<file path="config.mk">
export PLATFORM = sky130hd
export DESIGN_NAME = gcd_engine
export DESIGN_NICKNAME = d
export VERILOG_FILES = /design/src/rtl/gcd_engine.sv
export SDC_FILE = /design/constraint.sdc
export NUM_CORES = 1
export LEC_CHECK = 0
export BUFFER_PORTS_ARGS = -buffer_cell sky130_fd_sc_hd__buf_4
export CAP_MARGIN = 25
export CORE_MARGIN = 2
export CORE_UTILIZATION = 50
export CTS_CLUSTER_SIZE = 16
export DETAILED_ROUTE_END_ITERATION = 12
export GPL_TIMING_DRIVEN = 0
export MAX_ROUTING_LAYER = met4
export PLACE_DENSITY = 0.74
export SYNTH_ARGS = -nofsm -noshare
export SYNTH_HDL_FRONTEND = slang
export SYNTH_SLANG_ARGS = --single-unit
</file>
<file path="constraint.sdc">
create_clock -name clk -period 2.14 [get_ports clk]
set_input_delay 0 -clock clk [delete_from_list [all_inputs] [get_ports clk]]
set_output_delay 0 -clock clk [all_outputs]
set_load 0.01 [all_outputs]
</file>
<file path="src/rtl/gcd_engine.sv">
// Subtractive GCD engine: captures two operands on start, one compare-and-subtract step per clock.
// Latency: done strobes 2 + S cycles after the start-sample cycle (S = subtraction count).
// Backpressure: start is ignored while busy; requests are never queued.
module gcd_engine #(
  parameter int WIDTH = 8,
  parameter int CNT_W = 8
) (
  input  logic             clk,
  input  logic             rst,
  input  logic             start,
  input  logic [WIDTH-1:0] a_in,
  input  logic [WIDTH-1:0] b_in,
  output logic             busy,
  output logic             done,
  output logic [WIDTH-1:0] gcd_out,
  output logic             zero_err,
  output logic [CNT_W-1:0] iter_count
);

  typedef enum logic [1:0] {
    IDLE = 2'd0,
    CALC = 2'd1,
    DONE = 2'd2
  } state_t;

  state_t           state_q, state_d;
  logic [WIDTH-1:0] a_q, a_d;
  logic [WIDTH-1:0] b_q, b_d;
  logic [WIDTH-1:0] gcd_q, gcd_d;
  logic             zero_err_q, zero_err_d;
  logic [CNT_W-1:0] iter_q, iter_d;
  logic             busy_q, busy_d;
  logic             done_q, done_d;
  logic [CNT_W-1:0] iter_inc;

  // Saturating step counter: sticks at all-ones instead of wrapping.
  always_comb begin
    iter_inc = iter_q;
    if (iter_q != {CNT_W{1'b1}}) begin
      iter_inc = iter_q + 1'b1;
    end
  end

  // Next-state and datapath update; outputs are computed one cycle ahead so they leave as flops.
  always_comb begin
    state_d    = state_q;
    a_d        = a_q;
    b_d        = b_q;
    gcd_d      = gcd_q;
    zero_err_d = zero_err_q;
    iter_d     = iter_q;
    busy_d     = busy_q;
    done_d     = 1'b0;
    case (state_q)
      IDLE: begin
        if (start) begin
          a_d        = a_in;
          b_d        = b_in;
          iter_d     = '0;
          zero_err_d = 1'b0;
          busy_d     = 1'b1;
          state_d    = CALC;
        end
      end
      CALC: begin
        if ((a_q == '0) && (b_q == '0)) begin
          gcd_d      = '0;
          zero_err_d = 1'b1;
          done_d     = 1'b1;
          state_d    = DONE;
        end else if (a_q == '0) begin
          gcd_d   = b_q;
          done_d  = 1'b1;
          state_d = DONE;
        end else if (b_q == '0) begin
          gcd_d   = a_q;
          done_d  = 1'b1;
          state_d = DONE;
        end else if (a_q == b_q) begin
          gcd_d   = a_q;
          done_d  = 1'b1;
          state_d = DONE;
        end else if (a_q > b_q) begin
          // Larger operand is always the minuend, so no underflow.
          a_d    = a_q - b_q;
          iter_d = iter_inc;
        end else begin
          b_d    = b_q - a_q;
          iter_d = iter_inc;
        end
      end
      DONE: begin
        // busy stays high through this cycle so a start here is ignored.
        busy_d  = 1'b0;
        state_d = IDLE;
      end
      default: begin
        busy_d  = 1'b0;
        state_d = IDLE;
      end
    endcase
  end

  // State and output registers; reset wins over everything, dropping any in-flight run.
  always_ff @(posedge clk) begin
    if (rst) begin
      state_q    <= IDLE;
      a_q        <= '0;
      b_q        <= '0;
      gcd_q      <= '0;
      zero_err_q <= 1'b0;
      iter_q     <= '0;
      busy_q     <= 1'b0;
      done_q     <= 1'b0;
    end else begin
      state_q    <= state_d;
      a_q        <= a_d;
      b_q        <= b_d;
      gcd_q      <= gcd_d;
      zero_err_q <= zero_err_d;
      iter_q     <= iter_d;
      busy_q     <= busy_d;
      done_q     <= done_d;
    end
  end

  assign busy       = busy_q;
  assign done       = done_q;
  assign gcd_out    = gcd_q;
  assign zero_err   = zero_err_q;
  assign iter_count = iter_q;

endmodule

</file>
==> After elaboration in Yosys (flattened, before gate mapping) <==
Cells that the tools add are included.
{ "totals": {"regBits": 37, "input_bits": 19, "out_inout_bits": 19, "word_cells": 80} }
{ "classes": {"addsub": 3, "n_lt_le_gt_ge": 1, "n_eq_ne": 13, "n_mux": 40, "n_bitwise": 1, "reduce_logical": 14} }
{ "op_table": {"columns": ["operator", "n"], "rows": [
  ["$mux W8", 22],
  ["$pmux W8 S2", 3],
  ["$reduce_and A7 Y1", 3],
  ["$ne A2 B2 Y1 const B", 9],
  ["$logic_not A8 Y1", 2],
  ["$sub A8 B8 Y8", 2],
  ["$mux W2", 5],
  ["$add A8 B1 Y8 const B", 1],
  ["$eq A8 B8 Y1", 1],
  ["$gt A8 B8 Y1", 1],
  ["$ne A8 B8 Y1 const B", 1],
  ["$mux W1", 7],
  ["$reduce_and A2 Y1", 3],
  ["$ne A5 B5 Y1 const B", 1],
  ["$pmux W1 S2", 2],
  ["$pmux W2 S2", 1],
  ["$reduce_bool A4 Y1", 1],
  ["$reduce_and A3 Y1", 1],
  ["$eq A2 B1 Y1 const B", 1],
  ["$logic_not A2 Y1", 1],
  ["$reduce_bool A2 Y1", 1],
  ["$reduce_or A2 Y1", 1],
  ["$logic_and A1 B1 Y1", 1],
  ["$not A1 Y1", 1]
]} }

==> Depth between registers and ports, before layout <==
{ "logic_depth": {"word_depth": 7, "depth_mapped": 9, "mapped_depth_nobuf": 8} }

==> Least setup slack after synthesis <==
OpenSTA, ideal clock, no wires.
{ "synth_timing": {"path_type": "register to register", "start": "register a_q[2]", "end": "register a_q[6]", "setup_time_ps": 87, "t_arrival_ps": 2084, "t_required_ps": 2053, "slack_ps": -30, "stages_incl_launch_ff": 9, "path_buffers": 1, "period_less_slack_ps": 2170, "cell_sequence": "dfxtp_1 -> inv_1 -> ha_1 -> nor2b_4 -> o31a_1 -> a41o_1 -> buf_2 -> a21o_4 -> a221oi_2"} }
{ "synth_via": {"elab_chain_len": 7, "word_cells_on_any_way": 16, "cone_classes": "add/sub (1); order compare (1); eq/ne (5); mux (6); reduce/logical (3)"} }
{ "synth_rtl": {"columns": ["element", "line_no", "text"], "rows": [
  ["from (decl)", "27", "logic [WIDTH-1:0] a_q, a_d;"],
  ["from (signal assigned)", "108", "a_q <= '0;"],
  ["from (signal assigned)", "117", "a_q <= a_d;"],
  ["$sub A8 B8 Y8", "85", "a_d = a_q - b_q;"],
  ["$mux W8", "83", "end else if (a_q > b_q) begin"],
  ["$mux W8", "79", "end else if (a_q == b_q) begin"],
  ["$mux W8", "75", "end else if (b_q == '0) begin"],
  ["$mux W8", "71", "end else if (a_q == '0) begin"],
  ["$mux W8", "66", "if ((a_q == '0) && (b_q == '0)) begin"],
  ["$pmux W8 S2", "54", "case (state_q)"]
]} }
Several ways; a longest one is shown, not always the timed one. The select of a mux whose other input is x is not followed.
A chain may end at the register's enable or synchronous reset.

==> Worst setup path after layout <==
{ "layout_timing": {"start": "register a_q[2]", "end": "register b_q[7]"} }
{ "layout_via": {"elab_chain_len": 7, "word_cells_on_any_way": 16, "cone_classes": "add/sub (1); order compare (1); eq/ne (5); mux (6); reduce/logical (3)"} }
{ "layout_rtl": {"columns": ["element", "line_no", "text"], "rows": [
  ["$sub A8 B8 Y8", "88", "b_d = b_q - a_q;"],
  ["$mux W8", "83", null],
  ["$mux W8", "79", null],
  ["$mux W8", "75", null],
  ["$mux W8", "71", null],
  ["$mux W8", "66", null],
  ["$pmux W8 S2", "54", null],
  ["to (signal assigned)", "109", "b_q <= '0;"],
  ["to (signal assigned)", "118", "b_q <= b_d;"],
  ["to (decl)", "28", "logic [WIDTH-1:0] b_q, b_d;"]
]} }
Several ways; a longest one is shown, not always the timed one. The select of a mux whose other input is x is not followed.

==> metrics <==
status finished with violations; failing checks setup timing; peak supply drop ~1.1 mV; P_sw roughly 3.1 mW; GP Congestion between 0.9 and 1; Max stage delay cell, worst path dfxtp_4; final setup fails 3; Core ar. around 5100 sq um; CTS sink cnt 37; Static Leak 1.35 nW; most frequent cells in the layout buf_4 (55), nor2_1 (25), a21oi_1 (25), a211oi_1 (23), dfxtp_1 (22); Routed WL between 8 and 9 mm; largest net degree at the start of global routing 12; Worst path max stage delay between 300 and 400 ps; Req. time, crit path roughly 2300 ps; register share of total power 19.8%; commonest non-fill, non-tap cell in the layout buf_4; FP Rows 26; Clock Latency Late Sink slightly below 300 ps; Worst Reg-to-Reg Cells 8; drt drc 0; Final #Nets just over 400; synth top area cells dfxtp_1 (28%), a211oi_1 (8.1%), ha_1 (7.7%), a21oi_1 (6.0%), nor2_1 (3.9%); DR vias/cell 6.43; CP max FO 8; final period utilization 102%; Slew Limit Fails 0; CP Class reg -> reg; Max Cap Viol 0; Post-DP HPWL 5.41 mm; CTS tree yes; Post-synth top flop dfxtp_1; WHS 21.6 ps; Reg clk slew, reported paths ~70 ps; final core occ between 70% and 80%; CTS H-tree depth 2; Area Growth Syn to Fin 37.6%; drt first pass iters 4; first-pass GRT wire length ~13 mm; final instance count without filler cells 444; Final Hold Fails 0; number of fill cells 400; WL/cell about 19 um; worst setup path end b_q[7]$_SDFFE_PP0P_; area share of the largest cell type after synthesis 28.4%; Max clock buf depth 2; Synth cell types 62; Setup WS pre-CTS -356 ps; Syn Nets about 350; DIE AREA a little under 6000 sq um; Root Driver clkbuf_8; Via Count roughly 2900; post-synthesis sequential area ratio between 20 and 30%; combinational power share 70.7%; placed cells between 400 and 500; Clock power frac 9.5%; Vert. Die Dim 76.2 um; RSZ-0062 raised after global routing true; internal power roughly 3.4 mW; Synth warnings 0; worst-path cell chain inv_1 > ha_4 > nor2b_4 > o31a_1 > buf_4 > a41oi_4 > a21oi_2 > a311oi_1; post-synth top area cell dfxtp_1; GRT Overall Usage 27.8%; Starting Density 51.4%; Max Fclk between 400 and 500 MHz; Routed Antenna Nets 0; Period minus WS final ~2200 ps; Setup crit end kind flip-flop; I/O Pins 38; CP Launch Type flip-flop; initial antenna violation count 0; Avg Inst Size Synth between 8 and 9 sq um; post-synthesis register bit count 37; Clock Skew between 3 and 4 ps; Tot Pwr between 6 and 7 mW; Reg2Reg Setup Slack -30 ps; Iteration-0 DRC Markers ~150; DIE WIDTH around 76 um; RR Endpoint b_q[7]$_SDFFE_PP0P_; Crit path arrival time between 2000 and 2500 ps; switching share of power 47.7%; mapped cell area between 2000 and 3000 sq um; relative slew slack approximately three fifths; CP startpoint a_q[2]$_SDFFE_PP0P_; Antenna diodes 0; Hold Path Class in -> reg; ys async rst share 0%; Post-synth EDFFs 0; IO Port Bufs 37; Power per Cell Area between 1500 and 2000 nW/um^2; slack of the critical path -34.2 ps; cell depth of the worst hold path 3; total grt overflow 0; Num CTS Buffers 5; vias in the first global route around 2600; layout cell share with drive strength beyond 1 about 41%; post-synthesis cell count 310; Worst Tran Pin Value just over 600 ps; r2r startpoint a_q[2]$_SDFFE_PP0P_
[final cells by class]
type                       instances  area (sq um)  share of cell area (%)
inverter                          20          77.6                    2.16
buffer                            15           104                    2.90
clock inverter                     1          30.0                   0.837
tap                               70          87.6                    2.44
multi-input combinational        238          1990                    55.6
clock buffer                       7          86.3                    2.41
sequential                        37           785                    21.9
timing repair buffer              56           422                    11.8
[what timing repair did]
action | CTS | global route
buffers inserted | 6 | 12
pin swaps | 17 | 30
cloned | 1 | 0
gates resized for setup | 47 | 43
setup endpoints to repair | 32 | 30
hold buffers | 0 | 0
[worst min-delay path by stage]
stage | start | endpoint | slack (ps)
after CTS | b_in[6] | b_q[6]$_SDFFE_PP0P_ | 7
after global routing | b_in[7] | b_q[7]$_SDFFE_PP0P_ | 20
after global placement | b_in[7] | b_q[7]$_SDFFE_PP0P_ | 290
after floorplan | b_in[2] | b_q[2]$_SDFFE_PP0P_ | 160
final | start | busy$_SDFFE_PP0P_ | 20
after detailed placement | b_in[1] | b_q[1]$_SDFFE_PP0P_ | 300
[stage by stage]
| stage | instance area [sq um] | TNS [ps] |
|---|---|---|
| after floorplan | 2620 | 0 |
| after global placement | 2990 | -5720 |
| after detailed placement | 2990 | -6870 |
| after CTS | 3330 | -54.9 |
| final | 3590 | -48.7 |
| after global routing | 3590 | -550 |
[logic make-up (layout without fill, tap and decap cells)]
| family | Yosys count | count (layout) | synth area share (%) |
|---|---|---|---|
| adder cells (fa/ha/maj) | 18 | 18 | 9.22 |
| AO/OA/AOI/OAI | 108 | 108 | 30.7 |
| multiplexers | 2 | 2 | 0.816 |
| flip-flops | 37 | 37 | 28.4 |
| buffers and inverters | 35 | 99 | 6.14 |
| AND/OR/NAND/NOR | 110 | 110 | 24.7 |
[sequential cells by signal, indices dropped and copies added, names as in the netlist]
register and flops:
a_q 8, done 1, zero_err 1, b_q 8, state_q 2, iter_count 8
gcd_out 8, busy 1
[metal layers]
metal / GRT usage, % / vias to the layer above / routed length [um]
met5: - / - / 0
met4: 8.36 / 0 / 310
met3: 4.98 / 37 / 609
met2: 46.7 / 147 / 4130
met1: 34.5 / 1361 / 3360
li1: - / 1308 / -
[power groups by stage]
| stage | clock, mW | combinational, mW | sequential (mW) |
|---|---|---|---|
| final | 0.624 | 4.65 | 1.31 |
| after global placement | 0 | 3.26 | 1.20 |
| after floorplan | 0 | 2.54 | 1.16 |
| after global routing | 0.661 | 4.96 | 1.34 |
| after CTS | 0.623 | 3.90 | 1.23 |
| after detailed placement | 0 | 3.33 | 1.21 |
[cells in the mapped netlist, types with 2 or more instances]
library cell / count
a211oi_1: 28
a211oi_2: 2
a21oi_1: 31
a221oi_2: 2
a311oi_1: 6
a32oi_1: 3
and3_1: 2
buf_1: 3
buf_2: 4
clkbuf_1: 6
dfxtp_1: 37
fa_1: 2
ha_1: 16
inv_1: 20
nand2_1: 14
nand2b_1: 7
nand3_1: 10
nand3b_1: 6
nand4_1: 2
nor2_1: 27
nor2_2: 4
nor2_8: 2
nor2b_1: 5
nor3_1: 9
nor3b_1: 3
nor4_1: 3
o21ai_0: 10
o311ai_1: 4
o31a_1: 3
or4_1: 4
or4_4: 4
[critical path: cells and delay by family (launching register included)]
kind                       cells  cell delay [ps]
AOI/OAI and AO/OA              4             1040
adders and majority gates      1              270
buffers and inverters          2              250
DFF                            1              390
and+or+nand+nor                1              130
Power figures use the tool's default switching activity.
